### src/rtl/mem_ctrl_pkg.sv
// Shared types for the byte-wide memory controller and the LSU.
// Holds word/address types, access-size encodings, FSM state codes
// and the beat-count helper.
package mem_ctrl_pkg;

    typedef logic [31:0] word_t;
    typedef logic [31:0] addr_t;

    localparam logic [1:0] MEM_SIZE_B = 2'b00;
    localparam logic [1:0] MEM_SIZE_H = 2'b01;
    localparam logic [1:0] MEM_SIZE_W = 2'b10;

    typedef enum logic [1:0] {
        ST_IDLE = 2'd0,
        ST_RD   = 2'd1,
        ST_WR   = 2'd2
    } state_e;

    // Bytes moved for an access size; 2'b11 behaves as a word.
    function automatic logic [2:0] size_beats(input logic [1:0] size);
        case (size)
            MEM_SIZE_B: size_beats = 3'd1;
            MEM_SIZE_H: size_beats = 3'd2;
            default:    size_beats = 3'd4;
        endcase
    endfunction

endpackage

### src/rtl/mem_ctrl_if.sv
// Bundle between IF/LSU requesters, the RAM port and mem_ctrl.
// slave: mem_ctrl side; master: requester/RAM side.
// Signals: if_req/if_addr/if_done/if_data, lsu_req/we/size/signed/
// addr/wdata/done/rdata, mem_a/mem_dout/mem_wr/mem_din, busy.
interface mem_ctrl_if #(
    parameter int ADDR_W = 32
);
    import mem_ctrl_pkg::*;

    logic              if_req;
    logic [ADDR_W-1:0] if_addr;
    logic              if_done;
    word_t             if_data;

    logic              lsu_req;
    logic              lsu_we;
    logic [1:0]        lsu_size;
    logic              lsu_signed;
    logic [ADDR_W-1:0] lsu_addr;
    word_t             lsu_wdata;
    logic              lsu_done;
    word_t             lsu_rdata;

    logic [ADDR_W-1:0] mem_a;
    logic [7:0]        mem_dout;
    logic              mem_wr;
    logic [7:0]        mem_din;

    logic              busy;

    modport slave (
        input  if_req, if_addr,
        input  lsu_req, lsu_we, lsu_size, lsu_signed,
        input  lsu_addr, lsu_wdata,
        input  mem_din,
        output if_done, if_data, lsu_done, lsu_rdata,
        output mem_a, mem_dout, mem_wr, busy
    );

    modport master (
        output if_req, if_addr,
        output lsu_req, lsu_we, lsu_size, lsu_signed,
        output lsu_addr, lsu_wdata,
        output mem_din,
        input  if_done, if_data, lsu_done, lsu_rdata,
        input  mem_a, mem_dout, mem_wr, busy
    );

endinterface

### src/rtl/mem_ld_extend.sv
// Load-data sign/zero extension, shared with the LSU forward path.
// Ports: i_word (assembled bytes), i_size, i_signed -> o_word.
module mem_ld_extend
    import mem_ctrl_pkg::*;
(
    input  word_t      i_word,
    input  logic [1:0] i_size,
    input  logic       i_signed,
    output word_t      o_word
);

    always_comb begin
        o_word = i_word;
        case (i_size)
            MEM_SIZE_B:
                o_word = {{24{i_signed & i_word[7]}}, i_word[7:0]};
            MEM_SIZE_H:
                o_word = {{16{i_signed & i_word[15]}}, i_word[15:0]};
            default:
                o_word = i_word;
        endcase
    end

endmodule

### src/rtl/mem_ctrl.sv
// Arbitrates one byte-wide RAM port between IF and LSU, splitting
// accesses into little-endian byte beats and reassembling loads.
// Ports: clk, rst (async, active-high), bus (mem_ctrl_if.slave).
// Option MEM_CTRL_RR_EN: round-robin tie-break instead of LSU-first.
module mem_ctrl
    import mem_ctrl_pkg::*;
#(
    parameter int ADDR_W = 32
) (
    input  logic       clk,
    input  logic       rst,
    mem_ctrl_if.slave  bus
);

    state_e            r_state;
    logic [2:0]        r_cnt;
    logic              r_is_if;
    logic [ADDR_W-1:0] r_addr;
    logic [1:0]        r_size;
    logic              r_sgn;
    word_t             r_wdata;
    word_t             r_buf;

    logic              r_if_done;
    word_t             r_if_data;
    logic              r_lsu_done;
    word_t             r_lsu_rdata;
    logic [ADDR_W-1:0] r_mem_a;
    logic [7:0]        r_mem_dout;
    logic              r_mem_wr;

`ifdef MEM_CTRL_RR_EN
    logic              r_ptr;
`endif

    logic              w_masked;
    logic              w_grant;
    logic              w_pick_if;
    logic [2:0]        w_n;
    logic [2:0]        w_cnt1;
    logic [ADDR_W-1:0] w_next_a;
    logic [5:0]        w_shift;
    word_t             w_buf_nxt;
    word_t             w_ext;
    logic [7:0]        w_byte_nxt;

    // The done cycle is spent in IDLE without arbitrating.
    assign w_masked = r_if_done | r_lsu_done;
    assign w_grant  = (r_state == ST_IDLE) & ~w_masked
                    & (bus.if_req | bus.lsu_req);

`ifdef MEM_CTRL_RR_EN
    // r_ptr = 1 means IF owns the tie.
    assign w_pick_if = bus.if_req & (~bus.lsu_req | r_ptr);
`else
    assign w_pick_if = bus.if_req & ~bus.lsu_req;
`endif

    assign w_n      = size_beats(r_size);
    assign w_cnt1   = r_cnt + 3'd1;
    assign w_next_a = r_addr + ADDR_W'(w_cnt1);

    // In RD, mem_din lags mem_a by one cycle: it holds byte cnt-1.
    assign w_shift   = {r_cnt - 3'd1, 3'b000};
    assign w_buf_nxt = r_buf | (word_t'(bus.mem_din) << w_shift);

    assign w_byte_nxt = r_wdata[{w_cnt1[1:0], 3'b000} +: 8];

    mem_ld_extend u_ext (
        .i_word   (w_buf_nxt),
        .i_size   (r_size),
        .i_signed (r_sgn),
        .o_word   (w_ext)
    );

    always_ff @(posedge clk or posedge rst) begin
        if (rst) begin
            r_state     <= ST_IDLE;
            r_cnt       <= '0;
            r_is_if     <= 1'b0;
            r_addr      <= '0;
            r_size      <= '0;
            r_sgn       <= 1'b0;
            r_wdata     <= '0;
            r_buf       <= '0;
            r_if_done   <= 1'b0;
            r_if_data   <= '0;
            r_lsu_done  <= 1'b0;
            r_lsu_rdata <= '0;
            r_mem_a     <= '0;
            r_mem_dout  <= '0;
            r_mem_wr    <= 1'b0;
`ifdef MEM_CTRL_RR_EN
            r_ptr       <= 1'b0;
`endif
        end else begin
            r_if_done  <= 1'b0;
            r_lsu_done <= 1'b0;
            unique case (r_state)
                ST_IDLE: begin
                    if (w_grant) begin
                        r_is_if <= w_pick_if;
                        r_cnt   <= '0;
                        r_buf   <= '0;
                        if (w_pick_if) begin
                            r_addr  <= bus.if_addr;
                            r_size  <= MEM_SIZE_W;
                            r_sgn   <= 1'b0;
                            r_wdata <= '0;
                            r_mem_a <= bus.if_addr;
                            r_state <= ST_RD;
                        end else begin
                            r_addr  <= bus.lsu_addr;
                            r_size  <= bus.lsu_size;
                            r_sgn   <= bus.lsu_signed;
                            r_wdata <= bus.lsu_wdata;
                            r_mem_a <= bus.lsu_addr;
                            if (bus.lsu_we) begin
                                r_mem_wr   <= 1'b1;
                                r_mem_dout <= bus.lsu_wdata[7:0];
                                r_state    <= ST_WR;
                            end else begin
                                r_state <= ST_RD;
                            end
                        end
                    end
                end
                ST_RD: begin
                    r_cnt <= w_cnt1;
                    if (r_cnt != 3'd0) r_buf <= w_buf_nxt;
                    r_mem_a <= (w_cnt1 < w_n) ? w_next_a : '0;
                    if (r_cnt == w_n) begin
                        r_state <= ST_IDLE;
`ifdef MEM_CTRL_RR_EN
                        r_ptr   <= ~r_ptr;
`endif
                        if (r_is_if) begin
                            r_if_done <= 1'b1;
                            r_if_data <= w_ext;
                        end else begin
                            r_lsu_done  <= 1'b1;
                            r_lsu_rdata <= w_ext;
                        end
                    end
                end
                ST_WR: begin
                    if (r_cnt == w_n - 3'd1) begin
                        r_mem_wr   <= 1'b0;
                        r_mem_a    <= '0;
                        r_mem_dout <= '0;
                        r_lsu_done <= 1'b1;
                        r_state    <= ST_IDLE;
`ifdef MEM_CTRL_RR_EN
                        r_ptr      <= ~r_ptr;
`endif
                    end else begin
                        r_cnt      <= w_cnt1;
                        r_mem_a    <= w_next_a;
                        r_mem_dout <= w_byte_nxt;
                    end
                end
                default: r_state <= ST_IDLE;
            endcase
        end
    end

    assign bus.if_done   = r_if_done;
    assign bus.if_data   = r_if_data;
    assign bus.lsu_done  = r_lsu_done;
    assign bus.lsu_rdata = r_lsu_rdata;
    assign bus.mem_a     = r_mem_a;
    assign bus.mem_dout  = r_mem_dout;
    assign bus.mem_wr    = r_mem_wr;
    assign bus.busy      = (r_state != ST_IDLE);

endmodule

### src/flat_wrapper.sv
// flat-port wrapper written by rule: the top's interface ports become plain ports
module mem_ctrl_flat import mem_ctrl_pkg::*;
#(
    parameter int ADDR_W = 32
)
  (clk, rst, bus_if_req, bus_if_addr, bus_lsu_req, bus_lsu_we, bus_lsu_size, bus_lsu_signed, bus_lsu_addr, bus_lsu_wdata, bus_mem_din, bus_if_done, bus_if_data, bus_lsu_done, bus_lsu_rdata, bus_mem_a, bus_mem_dout, bus_mem_wr, bus_busy);
  mem_ctrl_if #(.ADDR_W(ADDR_W)) bus_i ();
  input  logic clk;
  input  logic rst;
  input wire logic [$bits(bus_i.if_req)-1:0] bus_if_req;
  input wire logic [$bits(bus_i.if_addr)-1:0] bus_if_addr;
  input wire logic [$bits(bus_i.lsu_req)-1:0] bus_lsu_req;
  input wire logic [$bits(bus_i.lsu_we)-1:0] bus_lsu_we;
  input wire logic [$bits(bus_i.lsu_size)-1:0] bus_lsu_size;
  input wire logic [$bits(bus_i.lsu_signed)-1:0] bus_lsu_signed;
  input wire logic [$bits(bus_i.lsu_addr)-1:0] bus_lsu_addr;
  input wire logic [$bits(bus_i.lsu_wdata)-1:0] bus_lsu_wdata;
  input wire logic [$bits(bus_i.mem_din)-1:0] bus_mem_din;
  output wire logic [$bits(bus_i.if_done)-1:0] bus_if_done;
  output wire logic [$bits(bus_i.if_data)-1:0] bus_if_data;
  output wire logic [$bits(bus_i.lsu_done)-1:0] bus_lsu_done;
  output wire logic [$bits(bus_i.lsu_rdata)-1:0] bus_lsu_rdata;
  output wire logic [$bits(bus_i.mem_a)-1:0] bus_mem_a;
  output wire logic [$bits(bus_i.mem_dout)-1:0] bus_mem_dout;
  output wire logic [$bits(bus_i.mem_wr)-1:0] bus_mem_wr;
  output wire logic [$bits(bus_i.busy)-1:0] bus_busy;
  assign bus_i.if_req = bus_if_req;
  assign bus_i.if_addr = bus_if_addr;
  assign bus_i.lsu_req = bus_lsu_req;
  assign bus_i.lsu_we = bus_lsu_we;
  assign bus_i.lsu_size = bus_lsu_size;
  assign bus_i.lsu_signed = bus_lsu_signed;
  assign bus_i.lsu_addr = bus_lsu_addr;
  assign bus_i.lsu_wdata = bus_lsu_wdata;
  assign bus_i.mem_din = bus_mem_din;
  assign bus_if_done = bus_i.if_done;
  assign bus_if_data = bus_i.if_data;
  assign bus_lsu_done = bus_i.lsu_done;
  assign bus_lsu_rdata = bus_i.lsu_rdata;
  assign bus_mem_a = bus_i.mem_a;
  assign bus_mem_dout = bus_i.mem_dout;
  assign bus_mem_wr = bus_i.mem_wr;
  assign bus_busy = bus_i.busy;
  mem_ctrl #(.ADDR_W(ADDR_W)) u_core (.clk(clk), .rst(rst), .bus(bus_i));
endmodule
### config.mk
export PLATFORM = sky130hd
export DESIGN_NAME = mem_ctrl_flat
export DESIGN_NICKNAME = d
export VERILOG_FILES = /design/src/rtl/mem_ctrl_pkg.sv /design/src/rtl/mem_ctrl_if.sv /design/src/rtl/mem_ld_extend.sv /design/src/rtl/mem_ctrl.sv /design/src/flat_wrapper.sv
export SDC_FILE = /design/constraint.sdc
export NUM_CORES = 1
export LEC_CHECK = 0
export ABC_AREA = 0
export BUFFER_PORTS_ARGS = -buffer_cell sky130_fd_sc_hd__buf_2
export CAP_MARGIN = 10
export CELL_PAD_IN_SITES_DETAIL_PLACEMENT = 0
export CELL_PAD_IN_SITES_GLOBAL_PLACEMENT = 2
export CORE_MARGIN = 2
export CORE_UTILIZATION = 36
export CTS_BUF_LIST = sky130_fd_sc_hd__clkbuf_16
export CTS_CLUSTER_DIAMETER = 40
export DETAILED_ROUTE_END_ITERATION = 10
export PLACE_DENSITY_LB_ADDON = 0.1
export RECOVER_POWER = 100
export SLEW_MARGIN = 30
export SYNTH_ARGS = -nofsm -noshare
export SYNTH_HDL_FRONTEND = slang
export SYNTH_SLANG_ARGS = --single-unit
### constraint.sdc
create_clock -name clk -period 9.6 [get_ports clk]
set_input_delay 0.96 -clock clk [delete_from_list [all_inputs] [get_ports clk]]
set_output_delay 0.96 -clock clk [all_outputs]
set_load 0.01 [all_outputs]
==> results list, run 1 <==
* Outcome: finished with violations
* Violated checks: capacitance limit, slew limit
* Synthesized Nets: approximately 1100
- Number of antenna violations at the first check in global routing: 0
* Finish-stage setup viols: 0
- Area growth from synthesis to layout: 25.2%
- For this run, the share of the core covered by cells in the final layout is a little under half.
- Clock tree skew after final layout: 0.0159 ns
- Largest net degree at the start of global routing: 137
- The cell count after synthesis came out at about 1000.
- Post-CTS setup buffer count: 0
* CP max-delay cell: sky130_fd_sc_hd__clkbuf_1
- Internal power contribution: 0.00281 W
- Crit path capture type: flop
- The worst path uses between 60% and 70% of the clock period.
- The worst setup path is launched from an input port.
- Across all register-to-register paths, the minimum setup slack is around 3.3 ns.
- Total power after layout: approximately 0.0047 W
- Data on the critical path is required at its endpoint by about 10 ns.
- The Yosys step of the flow raised 0 warnings.
* Fraction of the yosys area taken by sequential cells: between 50 and 60%
- CTS Buf Count: 39
- Measured against its own limit, the worst slew margin works out to -311%.
* Non-Filler Cell Area, Final: around 13000 um^2
- DIE HEIGHT: about 170 um
- Sink of the worst hold path: u_core.bus.mem_a[14]
* Leakage: around 5.4 nW
* HPWL after detailed placement: 19700 um
* Multi-input logic area: 4330 um^2
* Post-Syn Area per Cell: approximately 10 um^2
- Achievable clock frequency: between 0.15 and 0.2 GHz
* Post-place instance area: about 11000 um^2
- In this run, post-CTS repair resized a total of 0 instances.
- The final layout contains around 1300 nets.
- Hold bufs inserted after CTS: 0
- The die is approximately 170 um wide.
- Number of I/O port buffers: ~220
- Primary flip-flop cell chosen by synthesis mapping: sky130_fd_sc_hd__dfrtp_1
- Clock tree from TritonCTS: done
- Clock-pin slew reported for the worst setup and hold paths after clock tree synthesis: 0.05 ns
- At the later pin of the worst-skew pair, clock insertion delay measures between 0.5 and 0.6 ns.
* Register-to-Register Path Depth: 9
- Starting Density: a little over a third
- First-pass iteration count of the detailed router: 5
* R2R Path End: u_core.bus.mem_dout[6]
- In the layout the commonest cells are 212 x sky130_fd_sc_hd__dfrtp_1, 141 x sky130_fd_sc_hd__a21oi_1, 123 x sky130_fd_sc_hd__nor2_1.
- Sequence of cells on the critical path: buf_2 > o21ai_0 > clkbuf_1 > nor2_1 > a22oi_1 > o21ai_0
- 220 I/O pins were placed.
- Wires add up to a little under 30000 um.
- The worst register-to-register path begins at u_core.r_state[0].
- Counting every sink on the clock net gives about 210.
- Register area: 5310 um^2
- The startpoint identified for the worst hold timing path is u_core.bus.mem_a[14].
- Kind of critical path: in2reg
- # Max-Cap Violations: 6
- The count of final max-slew check failures is 385.
* Sequential fraction of design power: about a third
- The count of nets left with antenna violations once routing finished came out at 0.
- Number of flops mapped to enable cells by yosys: 0
- In the final layout, the share of cells above drive strength 1 is between 10% and 20%.
- Vias post-DR: approximately 8400
- Net switching is between 40 and 50% of the power.
* GRT Resource Usage Total: 20.3%
- For this run, design rule violations remaining after detail routing come to 0.
- Type of the worst min-delay path: reg2reg
- Critical Path AT: 6.79 ns
- In this run the cell area of the synthesized design comes to 10000 um^2.
* Final Hold Vio Count: 0
- Hold-critical path depth: 2
- IR analysis of the VDD net gives a maximum drop of about 0.16 mV.
* Std cell rows: 61
* Filler cells: ~2700
- The total area inside the core boundary comes to ~28000 um^2.
- Summed over all failing endpoints, the final setup total negative slack is 0 ns.
- Setup repair after global routing left no endpoint under its margin.
- For the pin with the worst max-slew slack, the measured transition is just over 6 ns.
* Clock Power Share: approximately 29%
* Delay of the slowest critical-path stage: roughly 2.4 ns
* Power dissipated by switching net loads: between 0.0015 and 0.002 W
- Async set-or-reset flop fraction in the synthesized netlist: 100%
- Iter 0 DRT Violations: between 400 and 500
* Final global-route overflow total: 0
- Maximum buffer depth of the clock tree: 3
* Flops & latches, synth: ~210
- Subtracting the final worst setup slack from the clock period gives around 6.4 ns.
* Number of global-route vias before repair: just over 8000
- Power density normalized to cell area: around 380 nW/um^2
- The H-tree generated during clock tree synthesis spans 2 levels.
- Most frequent CP cell: sky130_fd_sc_hd__o21ai_0
- The library cell used most frequently in the layout, excluding fill and tap cells, is sky130_fd_sc_hd__dfrtp_1.
- Dividing the detail-routed via count by the number of cells gives between 5 and 6.
- The critical path starts at bus_lsu_req.
- The die covers a little under 30000 um^2.
- Weighted congestion reported at the end of routability-driven placement: 0.755
- Combinational logic burns 37.3% of the power.
- The first global-routing pass estimated around 46000 um of wire.
- 0 antenna diodes ended up in the layout.
- Cell chosen for the clock root: sky130_fd_sc_hd__clkbuf_16
- In the final routed layout, each cell accounts on average for 18.3 um.
- Worst Path Max Fanout: 81
* Unique masters post-synth: 64
-- kinds of logic (layout without fill, tap and decap cells) --
group	Yosys count	in the layout	synth area share, %
muxes	41	41	5.11
and+or+nand+nor	308	308	15.0
AOI/OAI and AO/OA	306	306	18.8
buffers and inverters	90	324	3.49
adders and majority gates	15	15	1.95
DFF	212	212	53.1
xor gates and xnor gates	27	27	2.52
-- power groups by stage --
stage,sequential [W],clock [W],combinational (W)
after detailed placement,0.00161,0,0.00185
after CTS,0.00160,0.00138,0.00185
after floorplan,0.00162,0,0.00117
final,0.00161,0.00134,0.00175
after global placement,0.00161,0,0.00183
after global routing,0.00166,0.00142,0.00199
-- metal layers --
metal	up-vias	wire length [um]	GRT usage, %
met5	-	0	0
met4	0	477	5.46
met3	38	1780	4.30
met2	234	12600	29.5
met1	4045	14600	30.5
li1	4054	-	-
-- worst max-delay path by stage --
| stage | to | depth (start not counted) | slack, ns |
|---|---|---|---|
| finish | u_core.bus.mem_dout[6] | 6 | 3.17 |
| global placement | u_core.bus.mem_a[15] | 8 | 5.19 |
| global route | u_core.bus.mem_dout[1] | 6 | 2.48 |
| CTS | u_core.bus.mem_a[24] | 8 | 4.98 |
| detailed placement | u_core.bus.mem_a[24] | 8 | 4.97 |
| floorplan | u_core.bus.if_data[0] | 1 | 2.85 |
-- per-stage QoR --
| step | setup WS [ns] | hold WS, ns | cells |
|---|---|---|---|
| after global placement | 5.19 | 0.460 | 1540 |
| after CTS | 4.98 | 0.477 | 1611 |
| after detailed placement | 4.97 | 0.465 | 1540 |
| after global routing | 2.48 | 0.497 | 1611 |
| final | 3.17 | 0.482 | 1611 |
| after floorplan | 2.85 | 0.450 | 999 |
-- cells in the mapped netlist, types with 2 or more instances --
library cell	instances	area share [%]
sky130_fd_sc_hd__ha_1	14	1.8
sky130_fd_sc_hd__o21ai_1	3	0.15
sky130_fd_sc_hd__nor3_1	13	0.65
sky130_fd_sc_hd__or4_1	3	0.23
sky130_fd_sc_hd__a32o_1	34	3.4
sky130_fd_sc_hd__a21boi_0	2	0.15
sky130_fd_sc_hd__nor4b_1	2	0.18
sky130_fd_sc_hd__nand3b_1	3	0.23
sky130_fd_sc_hd__o21ai_0	74	3.7
sky130_fd_sc_hd__or3_1	2	0.13
sky130_fd_sc_hd__buf_1	12	0.45
sky130_fd_sc_hd__nor4_1	26	1.6
sky130_fd_sc_hd__nand2b_1	10	0.63
sky130_fd_sc_hd__nor2_1	123	4.6
sky130_fd_sc_hd__xnor2_1	6	0.53
sky130_fd_sc_hd__mux4_2	8	1.8
sky130_fd_sc_hd__nor2b_1	3	0.19
sky130_fd_sc_hd__nor3b_2	5	0.63
sky130_fd_sc_hd__a221oi_1	7	0.61
sky130_fd_sc_hd__mux2i_1	33	3.3
sky130_fd_sc_hd__a22oi_1	4	0.30
sky130_fd_sc_hd__inv_1	17	0.64
sky130_fd_sc_hd__dfrtp_1	212	53
sky130_fd_sc_hd__and2_1	2	0.13
sky130_fd_sc_hd__a22o_1	3	0.26
sky130_fd_sc_hd__a21oi_1	141	7.1
sky130_fd_sc_hd__and4_1	2	0.18
sky130_fd_sc_hd__buf_2	9	0.45
sky130_fd_sc_hd__nand2_1	65	2.4
sky130_fd_sc_hd__o22a_1	18	1.6
sky130_fd_sc_hd__o31a_1	2	0.18
sky130_fd_sc_hd__o31ai_1	2	0.15
sky130_fd_sc_hd__and3b_1	3	0.26
sky130_fd_sc_hd__nand3_1	19	0.95
sky130_fd_sc_hd__a31oi_1	2	0.13
sky130_fd_sc_hd__or2_2	6	0.38
sky130_fd_sc_hd__clkbuf_1	50	1.9
sky130_fd_sc_hd__nand4_1	7	0.44
sky130_fd_sc_hd__nor3b_1	2	0.15
sky130_fd_sc_hd__and3_1	7	0.44
sky130_fd_sc_hd__xor2_1	20	1.8
-- sequential cells by signal, indices dropped and copies added (netlist names), 2 cells and up --
register              cells
u_core.r_cnt              3
u_core.bus.if_data       32
u_core.bus.mem_a         32
u_core.r_size             2
u_core.r_addr            32
u_core.r_state            2
u_core.bus.lsu_rdata     32
u_core.r_buf             32
u_core.bus.mem_dout       8
u_core.r_wdata           32
-- final cells by class --
cell class,instances,share of cell area (%)
clock buffer,39,7.79
clock inverter,32,2.47
inverter,19,0.580
multi-input combinational,697,34.6
sequential,212,42.4
tap,378,3.78
timing repair buffer,234,8.42
-- critical path: cells and delay by family --
family	cells	cell delay, ns
AND/OR/NAND/NOR	1	0.50
buffers and inverters	2	2.69
AO/OA/AOI/OAI	3	2.62
No activity file was read; power rests on OpenSTA's default activity.
==> inputs of run 2 (changes only) <==
--- a/config.mk
+++ b/config.mk
@@ -11,7 +11,7 @@
 export CELL_PAD_IN_SITES_DETAIL_PLACEMENT = 0
 export CELL_PAD_IN_SITES_GLOBAL_PLACEMENT = 2
 export CORE_MARGIN = 2
-export CORE_UTILIZATION = 36
+export CORE_UTILIZATION = 34
 export CTS_BUF_LIST = sky130_fd_sc_hd__clkbuf_16
 export CTS_CLUSTER_DIAMETER = 40
 export DETAILED_ROUTE_END_ITERATION = 10
==> constraint.sdc (replaced) <==
create_clock -name clk -period 6.4 [get_ports clk]
set_input_delay 0.64 -clock clk [delete_from_list [all_inputs] [get_ports clk]]
set_output_delay 0.64 -clock clk [all_outputs]
set_load 0.01 [all_outputs]
==> results list, run 2 (synthesized netlist as in run 1, its figures left out) <==
* Type of the worst min-delay path: in2async (was reg2reg)
* Vias post-DR: 8404 (was 8371)
- Most frequent CP cell: sky130_fd_sc_hd__inv_1 (was sky130_fd_sc_hd__o21ai_0)
- The post-cts gate resize count came to 0 (unchanged).
* I/O pin count: 220 (unchanged)
- Hold bufs inserted after CTS: 0 (unchanged)
* Area of the die: 30800 um^2 (was 29100 um^2)
* Number of nets at the end of the flow: 1330 (unchanged)
* Finish-stage setup viols: 0 (unchanged)
- Max Used Layer: met5 (was met4)
- GRT Resource Usage Total: 19.6% (was 20.3%)
* Share of the cycle needed by the critical path after routing: 77.2%
* Startpoint of the most critical setup path: u_core.r_size[1] (was bus_lsu_req)
- Delay of the slowest critical-path stage: 1.61 ns (was 2.35 ns)
- Power dissipated by switching net loads: 0.00282 W (was 0.00189 W)
- Outcome: finished with violations (unchanged).
- Power density normalized to cell area: 566 nW/um^2 (was 376 nW/um^2)
- Final Hold Vio Count: 0 (unchanged)
- The total number of H-tree levels came to 2 (unchanged).
- The reg2reg setup slack came to 1.46 ns (was 3.26 ns).
* Register area: 5310 um^2 (unchanged)
* Avg WL per Cell: 18.6 um (was 18.3 um)
* Remaining antenna violation count: 0 (unchanged)
- The number of inserted diodes is 0 (unchanged).
- The maximum vdd ir drop was 0.448 mV (was 0.156 mV).
* Weighted congestion reported at the end of routability-driven placement: 0.755 (unchanged)
* Critical path buffers and inverters: 3 (was 2)
- Critical register-to-register path startpoint: u_core.r_size[1] (was u_core.r_state[0])
- The logic gate share of total power came to 36.7% (was 37.3%).
- The remaining routing DRC violations came to 0 (unchanged).
- Filler cells: 2955 (was 2739)
* Worst Path Max Fanout: 51 (was 81)
- Achievable clock frequency: 0.202 GHz
- The total of buffers placed on input and output ports was 219 (unchanged).
- Critical Path AT: 5.33 ns (was 6.79 ns)
- The internal power is 0.00432 W (was 0.00281 W).
- Sequential fraction of design power: 33.8% (was 34.1%)
- Multi-input logic area: 4340 um^2 (was 4330 um^2)
- Area growth from synthesis to layout: 26.1% (was 25.2%)
* Crit path capture type: flop (unchanged)
- The TritonCTS clock tree is done (unchanged).
- The worst reg2reg path endpoint is u_core.bus.if_data[20] (was u_core.bus.mem_dout[6]).
* Clock tree skew after final layout: 0.00965 ns (was 0.0159 ns)
- Sequence of cells on the critical path: or2_0 > inv_1 > ha_1 > inv_1 > nand2_1 > nor3_1 > clkbuf_1 > nand3b_1 > o22a_1 (was buf_2 > o21ai_0 > clkbuf_1 > nor2_1 > a22oi_1 > o21ai_0).
* Clock network latency to the later pin of the worst-skew pair: 0.51 ns (was 0.52 ns)
* Final setup TNS: 0 ns (unchanged)
* HPWL after detailed placement: 20400 um (was 19700 um)
- The starting DRC count in detailed routing is 507 (was 487).
* DIE HEIGHT: 175 um (was 171 um)
- The largest net degree at the start of global routing was 123 (was 137).
* # Max-Cap Violations: 4 (was 6)
- Std cell rows: 62 (was 61)
* Commonest non-fill, non-tap cell in the layout: sky130_fd_sc_hd__dfrtp_1 (unchanged)
- Measured slew at the worst slew-check pin: 3.11 ns (was 6.16 ns)
* Required time reported for the critical path endpoint: 6.78 ns (was 9.97 ns)
- The cell type group with the largest total delay on the critical path is buffers and inverters (unchanged).
- Worst rel slew slack: -108% (was -311%)
- Maximum buffer depth of the clock tree: 3 (unchanged)
- The cell area after placement came to 11500 um^2 (about the same).
* RSZ-0062 raised after global routing: no (unchanged)
- The total CTS buffers is 39 (unchanged).
* Register-to-Register Path Depth: 9 (unchanged)
* Highest-count cells in the layout ignoring fill and taps: 212 x sky130_fd_sc_hd__dfrtp_1, 140 x sky130_fd_sc_hd__a21oi_1, 123 x sky130_fd_sc_hd__nor2_1 (was 212 x sky130_fd_sc_hd__dfrtp_1, 141 x sky130_fd_sc_hd__a21oi_1, 123 x sky130_fd_sc_hd__nor2_1)
- Kind of critical path: reg2reg (was in2reg)
* Leakage: 5.38 nW (was 5.36 nW)
- The via count of the first global-routing pass was 8525 (was 8234).
- The clock root buffer master was sky130_fd_sc_hd__clkbuf_16 (unchanged).
- The master of the slowest instance on the critical path is sky130_fd_sc_hd__clkbuf_1 (unchanged).
- The share of layout cells above drive strength 1 is 17.0% (was 16.9%).
- First-pass iteration count of the detailed router: 5 (unchanged)
- Sw Share: 39.5% (was 40.2%)
- The effective utilization at floorplan is 34.6% (was 36.3%).
* Time the final worst path needs with I/O delays and setup: ~5 ns
* Met2 wirelength from detailed routing: 12800 um (was 12600 um)
* Number of sinks driven by the clock tree: 212 (unchanged)
- Post-DR vias/cell: 5.20 (about the same)
- The initial antenna violation count came to 1 (was 0).
- The total non-filler cell area in the finished layout came to 12600 um^2 (was 12500 um^2).
- Post-CTS setup buffer count: 0 (unchanged)
- Violated checks: capacitance limit, slew limit (unchanged).
- The clock slew seen by the registers of the worst setup and hold paths came to 0.05 ns (about the same).
- The core footprint was 28900 um^2 (was 27600 um^2).
* Width of the die: 175 um (was 171 um)
- Final global-route overflow total: 0 (unchanged)
* Fin. max-slew vios: 229 (was 385)
- The sort of element at the start of the critical path is a flop (was input port).
* Wire length on met1: 14900 um (was 14600 um)
* Global-route wire length before repair: 48300 um (was 46500 um)
* DR WL met3: 1860 um (was 1780 um)
- The share of total power in the clock network came to 29.5% (was 28.6%).
- The wire length after detailed routing was 30000 um (was 29500 um).
run 2: worst max path at each step:
stage / to / slack (ns) / cells past startpoint
final: u_core.bus.if_data[20] / 1.46 / 9
after global routing: u_core.bus.if_data[20] / 0.95 / 9
after CTS: u_core.bus.mem_a[26] / 1.87 / 9
after detailed placement: u_core.bus.mem_a[26] / 1.86 / 9
after global placement: u_core.bus.mem_a[17] / 2.12 / 9
after floorplan: u_core.bus.if_data[0] / 3.00 / 1
run 2: area by class of cell:
class | instances | area share (%)
Clock buffer | 41 | 8.14
Clock inverter | 30 | 2.56
Inverter | 19 | 0.576
Multi-Input combinational cell | 697 | 34.4
Sequential cell | 212 | 42.1
Tap cell | 384 | 3.81
Timing Repair Buffer | 234 | 8.41
run 2: metrics by stage:
| stage | instances | util, % | setup slack (ns) | hold slack [ns] | power (W) |
|---|---|---|---|---|---|
| after floorplan | 999 | - | 3.00 | 0.450 | 0.00418 |
| after global placement | 1546 | 39.7 | 2.12 | 0.460 | 0.00517 |
| after detailed placement | 1546 | 39.8 | 1.86 | 0.470 | 0.00520 |
| after CTS | 1617 | 44.4 | 1.87 | 0.206 | 0.00734 |
| after global routing | 1617 | 43.7 | 0.955 | 0.371 | 0.00770 |
| final | 1617 | 43.7 | 1.46 | 0.343 | 0.00714 |
run 2: power by group through the flow:
| stage | Clock, W | Sequential, W | Combinational (W) |
|---|---|---|---|
| finish | 0.00211 | 0.00241 | 0.00262 |
| global route | 0.00222 | 0.00250 | 0.00298 |
| CTS | 0.00215 | 0.00241 | 0.00279 |
| detailed placement | 0 | 0.00242 | 0.00278 |
| global placement | 0 | 0.00242 | 0.00275 |
| floorplan | 0 | 0.00243 | 0.00175 |
run 2: worst register-to-register path: cells and delay by family (launching register included):
kind,cells,cell delay (ns)
compound gates,1,0.34
fa+ha+maj,1,0.34
buf+inv,3,1.90
flops,1,0.73
simple gates,4,1.53
run 2: routing by layer:
metal | GRT usage [%] | up-vias
li1 | - | 4039
met1 | 29.5 | 4097
met2 | 28.7 | 231
met3 | 4.70 | 35
met4 | 4.24 | 2
met5 | 0 | -
